==> config.mk <==
export PLATFORM = sky130hd
export DESIGN_NAME = clk_div_ctrl
export DESIGN_NICKNAME = d
export VERILOG_FILES = /design/src/rtl/clk_div_pkg.sv /design/src/rtl/clk_div_ctrl.sv
export SDC_FILE = /design/constraint.sdc
export NUM_CORES = 1
export LEC_CHECK = 0
export BUFFER_PORTS_ARGS = -buffer_cell sky130_fd_sc_hd__buf_2
export CAP_MARGIN = 20
export CORE_ASPECT_RATIO = 0.8
export CORE_MARGIN = 2
export CORE_UTILIZATION = 49
export CTS_BUF_LIST = sky130_fd_sc_hd__clkbuf_16
export DETAILED_ROUTE_END_ITERATION = 12
export PLACE_DENSITY = 0.75
export RECOVER_POWER = 25
export SYNTH_ARGS = -nofsm -noshare
export SYNTH_HDL_FRONTEND = slang
export SYNTH_SLANG_ARGS = --single-unit
==> constraint.sdc <==
create_clock -name clk -period 2.4 [get_ports clk]
set_input_delay 0.72 -clock clk [delete_from_list [all_inputs] [get_ports clk]]
set_output_delay 0.72 -clock clk [all_outputs]
set_load 0.01 [all_outputs]
==> src/rtl/clk_div_pkg.sv <==
// Shared types and phase helper for the clock-divider sequencer.
package clk_div_pkg;

  // Divide ratio encoding seen by the divider.
  typedef enum logic [1:0] {
    DIV2    = 2'd0,
    DIV4    = 2'd1,
    DIV8    = 2'd2,
    DIV_OFF = 2'd3
  } div_sel_t;

  // Sequencer states.
  typedef enum logic [2:0] {
    IDLE   = 3'd0,
    DRAIN  = 3'd1,
    SWITCH = 3'd2,
    HOLD   = 3'd3,
    ALIGN  = 3'd4,
    FIN    = 3'd5
  } ctrl_state_t;

  // Low count bits that are all ones one edge before every divided output falls.
  localparam logic [2:0] PH_MASK = 3'b111;

  // True when the divider sits on the safe phase point.
  function automatic logic at_phase(input logic [2:0] cnt);
    return (cnt & PH_MASK) == PH_MASK;
  endfunction

endpackage

==> src/rtl/clk_div_ctrl.sv <==
// Glitch-free divide-ratio sequencer: gate at a safe phase, switch, hold,
// re-align on the next phase point, then ungate. Owns div_sel and div_gate.
module clk_div_ctrl
  import clk_div_pkg::*;
#(
  parameter int CNT_W       = 4,
  parameter int HOLD_CYCLES = 2,
  parameter int DEFAULT_SEL = 0
) (
  input  logic             clk,
  input  logic             rst,        // async, active low
  input  logic             req_valid,
  input  logic [1:0]       req_sel,
  output logic             req_ready,
  input  logic [CNT_W-1:0] div_count,
  output logic [1:0]       div_sel,
  output logic             div_gate,
  output logic             busy,
  output logic             done,
  output logic [1:0]       cur_sel
);

  localparam logic [1:0] DEF_SEL   = 2'(DEFAULT_SEL);
  localparam logic [3:0] HOLD_INIT = 4'(HOLD_CYCLES - 1);

  ctrl_state_t state;
  div_sel_t    nsel;
  logic [3:0]  hold_cnt;
  logic        ph;

  // Only the low three count bits carry phase; upper bits just wrap.
  assign ph = at_phase(div_count[2:0]);

  if (CNT_W > 3) begin : g_cnt_hi
    logic unused_cnt_hi;
    assign unused_cnt_hi = ^div_count[CNT_W-1:3];
  end

  // Sequencer FSM; every output is a register so the divider sees clean levels.
  always_ff @(posedge clk or negedge rst) begin
    if (!rst) begin
      state     <= ALIGN;
      nsel      <= div_sel_t'(DEF_SEL);
      div_sel   <= DEF_SEL;
      div_gate  <= 1'b0;
      req_ready <= 1'b0;
      busy      <= 1'b1;
      done      <= 1'b0;
      cur_sel   <= DEF_SEL;
      hold_cnt  <= '0;
    end else begin
      done <= 1'b0;
      case (state)
        IDLE: begin
          if (req_valid && req_ready) begin
            nsel      <= div_sel_t'(req_sel);
            req_ready <= 1'b0;
            busy      <= 1'b1;
            // Already gated (off): no phase to wait for before switching.
            state     <= div_gate ? DRAIN : SWITCH;
          end
        end
        DRAIN: begin
          if (ph) begin
            // All divided outputs fall on this edge, so gating here cuts no pulse.
            div_gate <= 1'b0;
            div_sel  <= nsel;
            hold_cnt <= HOLD_INIT;
            state    <= HOLD;
          end
        end
        SWITCH: begin
          div_sel  <= nsel;
          hold_cnt <= HOLD_INIT;
          state    <= HOLD;
        end
        HOLD: begin
          if (hold_cnt == 4'd0) begin
            if (nsel == DIV_OFF) begin
              // Nothing to re-align when the clock stays off.
              done    <= 1'b1;
              cur_sel <= nsel;
              state   <= FIN;
            end else begin
              state <= ALIGN;
            end
          end else begin
            hold_cnt <= hold_cnt - 4'd1;
          end
        end
        ALIGN: begin
          if (ph) begin
            // Ungate as the new ratio starts a fresh low phase.
            div_gate <= (nsel != DIV_OFF);
            done     <= 1'b1;
            cur_sel  <= nsel;
            state    <= FIN;
          end
        end
        FIN: begin
          req_ready <= 1'b1;
          busy      <= 1'b0;
          state     <= IDLE;
        end
        default: begin
          div_gate  <= 1'b0;
          req_ready <= 1'b0;
          busy      <= 1'b1;
          state     <= ALIGN;
        end
      endcase
    end
  end

  // Handshake flags track the state encoding exactly.
  a_ready_idle: assert property (@(posedge clk) disable iff (!rst) req_ready == (state == IDLE));
  a_busy_ready: assert property (@(posedge clk) disable iff (!rst) busy == !req_ready);
  a_done_fin:   assert property (@(posedge clk) disable iff (!rst) done == (state == FIN));

endmodule

==> reports/qor.txt <==
Outcome - finished clean
Rel. slew slack - 39.0%
Synth warn - 0
CP Launch Type - flop
RePlAce Congestion - 0.809
Area growth syn-to-layout - 15.8%
Row cnt - 14
DRC viols - 0
Initial core utilization - 51.3%
Post-DP Area - 1020 sq um
Count of hold-fix buffers inserted at cts - 0
Max Freq - 586 MHz
Post-DP HPWL - 1.41 mm
Fin Clk Skew - 1.03 ps
Post-synth EDFFs - 0
Clk root buf - clkbuf_16
Via Count - 763
Power Dens Cells - 1280 nW/um^2
Post-Syn Area - 952 sq um
Pin slew with the least headroom to its limit - 915 ps
CTS max path bufs - 2
Leakage - 0.493 nW
Ant. Diodes - 0
Inst Count DP - 127
Crit share post-route - 71.2%
WHS Endpoint - hold_cnt[1]
Hold path cells - 1
Worst stage delay on the critical path - 430 ps
First-pass GRT wire length - 3.25 mm
Post-layout minimum cycle time - 1710 ps
Die Y - 43.4 microns
Syn Nets - 104
Core Area - 1860 sq um
Total gr overflow - 0
Capturing point of the worst reg2reg path - state[0]
Routed WL per cell - 15.0 microns
Reg-to-reg setup timing slack - 690 ps
TritonCTS Sinks - 17
Post-synthesis async set-or-reset flop share - 100%
Initial antenna violation count - 0
Slowest CP cell - nor3b_2
Final Cell Area - 1100 sq um
Max-cap violations - 0
I/O pin count - 17
GR met1 Demand/Resource - 27.5%
Critical Path RT - 2530 ps
Syn avg cell area - 10.2 sq um
Number of buffers created by CTS - 3
Cell variety after synth - 43
CTS tree - built
Initial DRC count - 20
Final hold vios - 0
Kind of capture point of the worst setup path - flop
Cell Chain, Critical Path - inv_1 -> ha_1 -> nor3b_2 -> nor2_1 -> o311a_1
Hold WC Path Type - reg2reg
Final setup TNS - 0 ps
Most frequent cells in the layout - dfrtp_1 (15), buf_2 (14), inv_1 (7)
Post-CTS sizing - 0
Antenna viol nets, final - 0
Pre-antenna DRT Iters - 4
Die Footprint - 2310 sq um
M2 GR Usage - 27.7%
Sequential cell area fraction in the yosys report - 44.9%
Post-CTS Setup Bufs - 0
Post-synth top flop - dfrtp_1
Max VDD drop - 0.703 mV
Hold Startpoint - hold_cnt[1]
Crit-path max FO - 6
Total GRT Usage - 19.8%
Vias per cell - 5.82
Filler cells - 172
Data arrival, critical path - 1840 ps
Most used routing layer - met2
RSZ-0062 raised after global routing - false
Cells on worst reg2reg path - 5
Die W - 53.3 microns
RR Startpoint - hold_cnt[0]
H-Tree Depth - 1
Most common cell after layout, fill and taps aside - dfrtp_1
# setup viols final - 0
Grt met3 use - 7.59%
Largest net degree at the start of global routing - 20
Layout cells sized above 1 - 24.3%
IO buf count - 15
Hold WS - 521 ps
Critical setup path kind - reg2reg
Syn Inst Count - 93
Clk slew on worst S/H paths - 50 ps
Yosys reg bits - 17
Vias in the first global route - 721
Fin cells - 131
Drt total wl - 1.96 mm
Nets - 119
Fin. max-slew vios - 0
Clock latency at the later pin of the worst-skew pair - 250 ps
==> how the worst max path moves through the flow <==
stage                       startpoint         end  cells after the start
final                      hold_cnt[0]    state[0]                      5
after global routing       hold_cnt[0]    state[0]                      5
after CTS                  hold_cnt[0]    state[0]                      5
after detailed placement  div_count[2]  div_sel[1]                      4
after global placement     hold_cnt[0]    state[0]                      5
after floorplan               state[0]     nsel[0]                      5
==> worst max-delay path: cells and delay by family, from the launching register on <==
kind | cells | cell delay (ps)
AOI/OAI and AO/OA | 1 | 320
DFF | 1 | 370
and+or+nand+nor | 2 | 580
adders and majority gates | 1 | 210
buffers and inverters | 1 | 110
==> logic make-up after synthesis <==
kind of cell | after synthesis | synth area share (%)
simple gates | 27 | 17.2
flops | 17 | 44.9
buf+inv | 13 | 7.10
xor+xnor | 1 | 0.920
fa+ha+maj | 2 | 2.63
mux | 3 | 3.42
compound gates | 30 | 23.8
==> per-stage QoR <==
stage	worst slack (ps)	total power, mW	util (%)
2_1_floorplan	962	0.957	-
3_3_place_gp	788	1.05	55.1
3_5_place_dp	683	1.08	55.1
4_1_cts	676	1.42	59.4
5_1_grt	581	1.51	59.4
6_report	692	1.41	59.4
==> synth_stat cells, drive strengths merged (2+ instances only) <==
| master | instances | area, sq um |
|---|---|---|
| nor2 | 4 | 15.0 |
| o211ai | 3 | 22.5 |
| o21ai | 4 | 20.0 |
| a21oi | 4 | 20.0 |
| dfstp | 2 | 52.6 |
| nor3 | 4 | 31.3 |
| a31oi | 2 | 12.5 |
| inv | 7 | 26.3 |
| buf | 5 | 37.5 |
| nand2 | 6 | 22.5 |
| ha | 2 | 25.0 |
| o311ai | 4 | 35.0 |
| mux2 | 2 | 22.5 |
| nand4 | 2 | 12.5 |
| dfrtp | 15 | 375 |
| o311a | 2 | 20.0 |
| nand2b | 2 | 12.5 |
==> state kept, by name, summed over array words and instances (netlist names), named ones only <==
| name | flops |
|---|---|
| state | 2 |
| div_gate | 1 |
| done | 1 |
| cur_sel | 2 |
| nsel | 2 |
| hold_cnt | 4 |
| busy | 1 |
| req_ready | 1 |
| div_sel | 2 |
==> metal layers <==
| layer | vias to the layer above | routed length, microns | share of wire (%) |
|---|---|---|---|
| met5 | - | 0 | 0 |
| li1 | 378 | - | - |
| met4 | 0 | 25 | 1.3 |
| met2 | 28 | 836 | 43 |
| met1 | 353 | 976 | 50 |
| met3 | 4 | 124 | 6.3 |
==> area by class of cell <==
type	instances	area [sq um]	share of cell area, %
clock inverter	1	5.00	0.454
multi-input combinational	63	457	41.4
sequential	17	428	38.8
clock buffer	3	75.1	6.81
timing repair buffer	16	81.3	7.38
inverter	7	26.3	2.38
tap	24	30.0	2.72
==> power breakdown <==
| group | switching [mW] | total (mW) | internal [mW] |
|---|---|---|---|
| registers | 0.132 | 0.538 | 0.406 |
| clock network | 0.110 | 0.333 | 0.223 |
| logic | 0.297 | 0.543 | 0.246 |
No activity file was read; power rests on OpenSTA's default activity.
